### config.mk
export PLATFORM = sky130hd
export DESIGN_NAME = phase_accum
export DESIGN_NICKNAME = d
export VERILOG_FILES = /design/src/rtl/phase_accum.sv
export SDC_FILE = /design/constraint.sdc
export NUM_CORES = 1
export LEC_CHECK = 0
export ABC_AREA = 1
export CORE_ASPECT_RATIO = 0.9
export CORE_UTILIZATION = 55
export CTS_CLUSTER_DIAMETER = 120
export DETAILED_ROUTE_END_ITERATION = 10
export PLACE_DENSITY = 0.84
export SLEW_MARGIN = 0
export SYNTH_ARGS = -nofsm -noshare
export SYNTH_HDL_FRONTEND = slang
export SYNTH_SLANG_ARGS = --single-unit
### constraint.sdc
create_clock -name clk -period 4.1 [get_ports clk]
set_input_delay 0.615 -clock clk [delete_from_list [all_inputs] [get_ports clk]]
set_output_delay 0.615 -clock clk [all_outputs]
set_load 0.1 [all_outputs]
### src/rtl/phase_accum.sv
// Phase accumulator for the sine lookup stage: handshaked frequency words,
// jump or glide to target, gate run/hold, retrigger and hard sync per sample tick.
module phase_accum #(
   parameter int unsigned PHASE_W     = 21,
   parameter int unsigned SAMPLE_DIV  = 1,
   parameter int unsigned GLIDE_SHIFT = 8,
   parameter bit          RETRIG      = 1'b1
) (
   input  logic               clk,
   input  logic               rst_n,
   input  logic               freq_valid,
   input  logic [PHASE_W-1:0] freq_word,
   output logic               freq_ready,
   input  logic               glide_en,
   input  logic               gate,
   input  logic               sync_in,
   output logic               sample_en,
   output logic [PHASE_W-1:0] phase_out,
   output logic               wrap
);

   typedef enum logic [1:0] {
      ST_HOLD,
      ST_RUN,
      ST_GLIDE
   } state_e;

   localparam logic [15:0] DIV_LAST = 16'(SAMPLE_DIV - 1);

   state_e             state_q, state_d;
   logic [15:0]        cnt_q, cnt_d;
   logic [PHASE_W-1:0] phase_q, phase_d;
   logic [PHASE_W-1:0] cur_q, cur_d;
   logic [PHASE_W-1:0] tgt_q, tgt_d;
   logic               rdy_q, rdy_d;
   logic               se_q, se_d;
   logic               wrap_q, wrap_d;
   logic               gate_q, gate_d;

   logic               tick;
   logic               accept;
   logic               gate_rise;
   logic               acc;
   logic               gliding;
   logic [PHASE_W:0]   sum;
   logic signed [PHASE_W:0] diff;
   logic signed [PHASE_W:0] step;

   always_comb begin
      tick      = (cnt_q == DIV_LAST);
      accept    = freq_valid & rdy_q;
      gate_rise = gate & ~gate_q;
      acc       = gate & (state_q != ST_HOLD);
      gliding   = glide_en & (cur_q != tgt_q);
      sum       = {1'b0, phase_q} + {1'b0, cur_q};
      diff      = $signed({1'b0, tgt_q}) - $signed({1'b0, cur_q});
      step      = diff >>> GLIDE_SHIFT;
      // small differences would stall the glide; always move at least one lsb
      if (step == '0 && diff != '0) begin
         step = diff[PHASE_W] ? '1 : {{PHASE_W{1'b0}}, 1'b1};
      end
   end

   always_comb begin
      state_d = state_q;
      phase_d = phase_q;
      cur_d   = cur_q;
      gate_d  = gate_q;
      cnt_d   = tick ? 16'd0 : cnt_q + 16'd1;
      tgt_d   = accept ? freq_word : tgt_q;
      rdy_d   = ~accept;
      se_d    = tick;
      wrap_d  = 1'b0;
      if (tick) begin
         gate_d = gate;
         cur_d  = gliding ? cur_q + step[PHASE_W-1:0] : tgt_q;
         if (!gate) begin
            state_d = ST_HOLD;
         end else if (gliding) begin
            state_d = ST_GLIDE;
         end else begin
            state_d = ST_RUN;
         end
         if (sync_in) begin
            phase_d = '0;
         end else if (RETRIG && gate_rise) begin
            phase_d = '0;
         end else if (acc) begin
            phase_d = sum[PHASE_W-1:0];
            wrap_d  = sum[PHASE_W];
         end
      end
   end

   always_ff @(posedge clk) begin
      if (!rst_n) begin
         state_q <= ST_HOLD;
         cnt_q   <= '0;
         phase_q <= '0;
         cur_q   <= '0;
         tgt_q   <= '0;
         rdy_q   <= 1'b0;
         se_q    <= 1'b0;
         wrap_q  <= 1'b0;
         gate_q  <= 1'b0;
      end else begin
         state_q <= state_d;
         cnt_q   <= cnt_d;
         phase_q <= phase_d;
         cur_q   <= cur_d;
         tgt_q   <= tgt_d;
         rdy_q   <= rdy_d;
         se_q    <= se_d;
         wrap_q  <= wrap_d;
         gate_q  <= gate_d;
      end
   end

   assign freq_ready = rdy_q;
   assign sample_en  = se_q;
   assign phase_out  = phase_q;
   assign wrap       = wrap_q;

endmodule

==> summary.txt, run 1 <==
Critical path
  • CP max stage cell: dfxtp_1
  • Endpoint of the most critical register-to-register path: cur_q[14]
  • Delay of the slowest cell on the worst path: 480 ps
  • Worst reg-to-reg path cell count: 28
  • Required time reported for the critical path endpoint: 4280 ps
  • Critical path type: reg -> reg
  • Category of the worst setup path launch point: flip-flop
  • Worst reg2reg path startpoint: tgt_q[9]
  • Arrival time of data at the critical path endpoint: 4090 ps
  • Worst-path fanout max: 5
  • Type of element capturing the critical path: flip-flop
  • Cell seen most often among critical-path stages: nand2_1
  • Register-to-register setup slack: 190 ps

Synthesis
  • Area fraction in compound gates after synthesis: 15.5%
  • Synthesis Warnings: 0
  • Mean Syn Cell Area: 6.13 um2
  • Leading area contributor after synthesis: dfxtp_1
  • Post-synth EDFFs: 0
  • Post-synth design cell area: 7390 um2
  • Fraction of post-synthesis cell area in the top cell type by area: 23.0%
  • Share of synthesized registers carrying an async set or reset: 0%
  • Total of flip-flops plus latches after synthesis: 85
  • Distinct cells, synth: 47
  • Synth Area in Adders: 11.5%
  • Dominant cells by area after synthesis: dfxtp_1 23%, nand2_1 16%, ha_1 11%
  • Number of instances in the synthesized netlist: 1,206
  • Mux cell area share after synthesis: 0%
  • Top post-synthesis cells by count: 318 x nand2_1, 162 x inv_1, 154 x nor2_1
  • Top FF cell, synth: dfxtp_1
  • Post-Syn Nets: 1,300
  • Simple-gate share of the synthesized area: 38.1%
  • Post-synthesis share of cell area spent on xor and xnor gates: 1.54%
  • Cell with the most instances after synthesis: nand2_1
  • Portion of the post-synthesis area used by sequential elements: 23.0%
  • Main combinational cell family by area after synthesis: simple AND/OR/NAND/NOR gates

Detailed routing
  • First-pass iteration count of the detailed router: 7
  • Average via count per standard cell: 5.59
  • Final Routed Wirelength: 21.9 mm
  • Via Count: 7,997
  • DRC Markers: 0
  • Detailed Route Iter0 Violations: 746
  • WL per Instance: 15.3 um
  • Antenna-violating nets left: 0

Run status
  • Run status: completed

Floorplan
  • Area of the core: 12,900 um2
  • Row Count: 39
  • Die outline height: 112 um
  • Die width: 124 um
  • Die Area: 13,900 um2
  • Starting density of the core: 57.4%
  • Number of primary I/O pins: 51

Finish
  • Area added between synthesis and finish: 16.4%
  • Proportion of layout cells with a drive suffix above 1: 9.96%
  • Number of nets in the layout: 1,355
  • Utilization after layout: 66.8%

Hold path
  • Endpoint, Worst Hold: cnt_q[0]
  • Min-delay src: cnt_q[0]
  • Worst hold stages: 1
  • Worst min-delay path category: reg -> reg

Timing
  • Normalized max-slew margin: 27.1%
  • FMAX: 256 MHz
  • Slew of the pin with the lowest slew margin: 1090 ps
  • # setup viols final: 0
  • Slew Limit Fails: 0
  • Shortest period the worst path allows: 3910 ps
  • Final WS setup: 192 ps
  • Post-Route Skew: 10.1 ps
  • Hold violation total from the final report: 0
  • Worst hold-check slack: 453 ps
  • Period utilization: 95.3%

Power
  • Power density over cell area: 591 nW/um2
  • Maximum ir drop on the vdd rail: 0.326 mV
  • Standby leakage power: 4.13 nW

Placement
  • GPL Wtd Cong: 0.985
  • Post-detailed-placement half-perimeter wirelength: 17.2 mm
  • Worst slack after detailed placement: 123 ps
  • Number of port buffers: 50

Clock network
  • CTS tree: done
  • TritonCTS sink count: 85
  • Count of hold buffers inserted by post-cts repair: 0
  • Number of H-tree levels: 3
  • Number of buffers on the longest clock path: 2
  • Latest clock arrival within the worst-skew pair: 340 ps
  • Clock tree root driver cell: clkbuf_16
  • Clock transition at the registers of the reported paths: 70 ps
  • Number of buffers created by CTS: 9

Global routing
  • Maximum number of pins on one net before global-route repair: 37
  • Global-route wire length before repair: 34.5 mm
  • Global route overflow: 0
  • Initial antenna violation count: 0
  • Global-route total usage across every layer: 31.8%
  • Via count of the first global-routing pass: 7,002

Flow run
  • Max-cap check violation count: 0
[worst max-delay path by stage]
stage                  start   endpoint  slack (ps)  depth (start not counted)
finish              tgt_q[9]  cur_q[14]         190                         28
global route        cur_q[2]  cur_q[14]         -80                         27
CTS                 cur_q[1]  cur_q[16]          90                         28
detailed placement  cur_q[1]  cur_q[14]         120                         28
global placement    cur_q[8]  cur_q[14]         170                         24
floorplan           cur_q[1]  cur_q[14]         670                         28
[layout make-up]
cell class | instances | area, um2
antenna | 1 | 2.50
inverter | 168 | 636
tap | 164 | 205
sequential | 85 | 1720
multi-input combinational | 932 | 5110
clock buffer | 9 | 225
clock inverter | 6 | 93.8
fill | 1179 | 4280
timing repair buffer | 65 | 613
[critical path, delay by kind of cell (launching register included)]
family	cells	cell delay, ps
adder cells (fa/ha/maj)	3	940
AO/OA/AOI/OAI	4	480
AND/OR/NAND/NOR	19	1630
buffers and inverters	2	180
flip-flops	1	480
[power breakdown]
| part | total, W | internal (W) | switching (W) |
|---|---|---|---|
| logic | 0.00318 | 0.00111 | 0.00207 |
| registers | 0.00101 | 0.000912 | 0.0000965 |
| clock network | 0.000898 | 0.000536 | 0.000362 |
| total | 0.00508 | 0.00255 | 0.00253 |
[state kept, by name, indices dropped and copies added (netlist names)]
register,cells
state_q,2
freq_ready,1
cnt_q,16
wrap,1
sample_en,1
tgt_q,21
phase_out,21
cur_q,21
gate_q,1
[cell families (layout without fill, tap and decap cells)]
family / count (synthesis) / after routing
AOI/OAI and AO/OA: 202 / 202
xor gates and xnor gates: 13 / 13
adders and majority gates: 67 / 67
buffers and inverters: 189 / 248
DFF: 85 / 85
other: 0 / 1
and+or+nand+nor: 650 / 650
[metal layers]
metal	GRT usage, %	routed length (um)	part of all wire, %
met5	0	0	0
met3	5.48	1730	7.9
met1	46.4	10200	47
met4	8.33	423	1.9
met2	47.9	9520	43
[per-stage QoR]
step / instances / setup TNS (ps) / cell area, um2 / total power [W]
finish: 1430 / 0 / 8600 / 0.00508
global route: 1429 / -93.4 / 8600 / 0.00546
CTS: 1429 / 0 / 8410 / 0.00487
detailed placement: 1414 / 0 / 8090 / 0.00395
global placement: 1414 / 0 / 8090 / 0.00393
floorplan: 1206 / 0 / 7390 / 0.00321
[cells in the final DEF (no fill, tap or decap), types with 10 or more instances in the layout]
cell type        count
o21ai_1             16
a21oi_1             88
or2_2               10
nand3_1             89
nand2_1            310
inv_1              162
o21ai_0             56
nand4_1             20
dfxtp_2             10
dfxtp_1             74
clkdlybuf4s50_1     50
nand2_2             16
nand3b_1            10
ha_1                51
buf_4               15
nor2_1             150
nor3_1              15
[repair_timing]
action	CTS	global route
setup buffers	0	0
gates resized for setup	0	49
setup endpoints to repair	0	11
(Power assumes the default switching activity.)
==> inputs of run 2 (changes only) <==
--- a/config.mk
+++ b/config.mk
@@ -9,6 +9,7 @@
 export CORE_ASPECT_RATIO = 0.9
 export CORE_UTILIZATION = 55
 export CTS_CLUSTER_DIAMETER = 120
+export CTS_CLUSTER_SIZE = 30
 export DETAILED_ROUTE_END_ITERATION = 10
 export PLACE_DENSITY = 0.84
 export SLEW_MARGIN = 0
==> results of run 2 <==
The final DEF is identical to that of run 1; final timing and power are the same.
==> inputs of run 3 (changes only) <==
--- a/config.mk
+++ b/config.mk
@@ -11,7 +11,8 @@
 export CTS_CLUSTER_DIAMETER = 120
 export CTS_CLUSTER_SIZE = 30
 export DETAILED_ROUTE_END_ITERATION = 10
-export PLACE_DENSITY = 0.84
+export PLACE_DENSITY = 0.86
+export SETUP_SLACK_MARGIN = 0.4
 export SLEW_MARGIN = 0
 export SYNTH_ARGS = -nofsm -noshare
 export SYNTH_HDL_FRONTEND = slang
==> run 3 against run 2 <==
Non-clock buffer count is 18 higher. Sequential cell count stayed put. Count of clock-buffer cells in the layout stayed put. Die area stayed put. Register-to-register slack better by 320 ps. Highest routed layer unchanged.
==> summary.txt, run 3 (same netlist as run 1, synthesis figures left out) <==
Placement
  • Placed Instances: 1,412
  • GPL Wtd Cong: 1.05
  • Post-detailed-placement half-perimeter wirelength: 17.7 mm
  • Number of port buffers: 50
  • Worst slack after detailed placement: 31.4 ps

Global routing
  • Global route overflow: 0
  • Maximum number of pins on one net before global-route repair: 37
  • Initial antenna violation count: 0
  • Via count of the first global-routing pass: 7,380
  • Global-route total usage across every layer: 33.6%
  • Global-route wire length before repair: 36.4 mm

Timing
  • Post-Route Skew: 5.10 ps
  • Final TNS setup: 0 ps
  • Period utilization: 87.4%
  • Shortest period the worst path allows: 3580 ps
  • Normalized max-slew margin: 28.3%
  • Unrepaired setup endpoints after global routing: no
  • Slew Limit Fails: 0
  • Final WS setup: 516 ps
  • # setup viols final: 0
  • FMAX: 279 MHz
  • Hold violation total from the final report: 0
  • Slew of the pin with the lowest slew margin: 1070 ps

Hold path
  • Worst min-delay path category: reg -> reg

Finish
  • Proportion of layout cells with a drive suffix above 1: 18.8%
  • Area added between synthesis and finish: 24.1%
  • Commonest cells after routing, fill and taps aside: 274 x nand2_1, 146 x inv_1, 142 x nor2_1
  • Final std cells w/o fill: 1,448
  • Antenna diodes: 0
  • Leading cell type in the layout, fill and taps excluded: nand2_1
  • Number of nets in the layout: 1,373

Run status
  • Run status: completed

Critical path
  • Arrival time of data at the critical path endpoint: 3800 ps
  • CP max stage cell: dfxtp_2
  • Worst-path fanout max: 4
  • Critical path type: reg -> reg
  • Delay of the slowest cell on the worst path: 370 ps
  • Required time reported for the critical path endpoint: 4310 ps
  • CP delay by family, top: simple AND/OR/NAND/NOR gates
  • Category of the worst setup path launch point: flip-flop
  • Type of element capturing the critical path: flip-flop
  • Worst path bufs/invs: 4

Floorplan
  • Die outline height: 112 um
  • Starting density of the core: 57.4%
  • Number of primary I/O pins: 51
  • Die width: 124 um
  • Row Count: 39
  • Area of the core: 12,900 um2
  • Die Area: 13,900 um2

Clock network
  • CTS tree: done
  • Count of hold buffers inserted by post-cts repair: 0
  • Clock tree root driver cell: clkbuf_16
  • Clock transition at the registers of the reported paths: 70 ps
  • Number of H-tree levels: 3
  • Latest clock arrival within the worst-skew pair: 360 ps
  • Number of buffers on the longest clock path: 2
  • Number of buffers created by CTS: 9
  • TritonCTS sink count: 85

Detailed routing
  • Average via count per standard cell: 5.71
  • Antenna-violating nets left: 0
  • Final Routed Wirelength: 23.6 mm
  • Routed length on met1: 10.2 mm
  • Detailed Route Iter0 Violations: 891
  • WL per Instance: 16.3 um
  • Top Layer Used: met4
  • Routed wl met3: 2.08 mm
  • First-pass iteration count of the detailed router: 6
  • Routed wire length on met2: 10.6 mm
  • Via Count: 8,269
  • DRC Markers: 0

Power
  • Sw Share: 50.4%
  • Internal portion of total power: 0.00274 W
  • Combinational share of power: 65.8%
  • Standby leakage power: 4.26 nW
  • Maximum ir drop on the vdd rail: 0.485 mV
  • Power density over cell area: 603 nW/um2
  • Seq pwr share: 18.3%
  • Psw: 0.00279 W
  • Clock network power share: 16.0%
  • Total power draw: 0.00553 W

Flow run
  • Max-cap check violation count: 0
## run 3: path summary, 6_finish.rpt
| kind | from | cells past startpoint | slack [ps] | to |
|---|---|---|---|---|
| worst max-delay path | cur_q[9] | 29 | 520 | cur_q[14] |
| worst min register to register | gate_q | 2 | 460 | gate_q |
| worst min-delay path | gate_q | 2 | 460 | gate_q |
| worst max register to register | cur_q[9] | 29 | 520 | cur_q[14] |
## run 3: metrics by stage
stage / hold WS, ps / instance area [um2] / utilization [%]
2_1_floorplan: 417 / 7390 / -
3_3_place_gp: 430 / 8070 / 62.7
3_5_place_dp: 438 / 8070 / 62.7
4_1_cts: 453 / 8630 / 67.0
5_1_grt: 499 / 9170 / 71.2
6_report: 464 / 9170 / 71.2
## run 3: area by class of cell
cell class,count,area (um2)
tap,164,205
clock inverter,7,93.8
fill,1077,3710
sequential,85,1750
clock buffer,9,225
timing repair buffer,83,748
inverter,168,642
multi-input combinational,932,5500
## run 3: power groups by stage
stage / registers (W) / logic (W) / clock network [W]
floorplan: 0.00101 / 0.00221 / 0
global placement: 0.00101 / 0.00293 / 0
detailed placement: 0.00101 / 0.00292 / 0
CTS: 0.00101 / 0.00308 / 0.000887
global route: 0.00102 / 0.00398 / 0.000922
finish: 0.00101 / 0.00364 / 0.000882
## run 3: timing repair
item,4_1_cts,5_1_grt
setup buffers,0,20
cloned,0,0
resized for setup,44,130
pin swaps,1,40
setup endpoints to repair,10,13
## run 3: worst min-delay path, cell delays in order (launching register included)
cell	delay (ps)
dfxtp_1	310
nand2_1	60
nand2_1	50
## run 3: per-layer routing
| layer | global-route usage (%) | vias to the layer above |
|---|---|---|
| li1 | - | 4078 |
| met1 | 45.9 | 3729 |
| met2 | 52.3 | 404 |
| met3 | 7.17 | 58 |
| met4 | 10.7 | 0 |
| met5 | 0 | - |
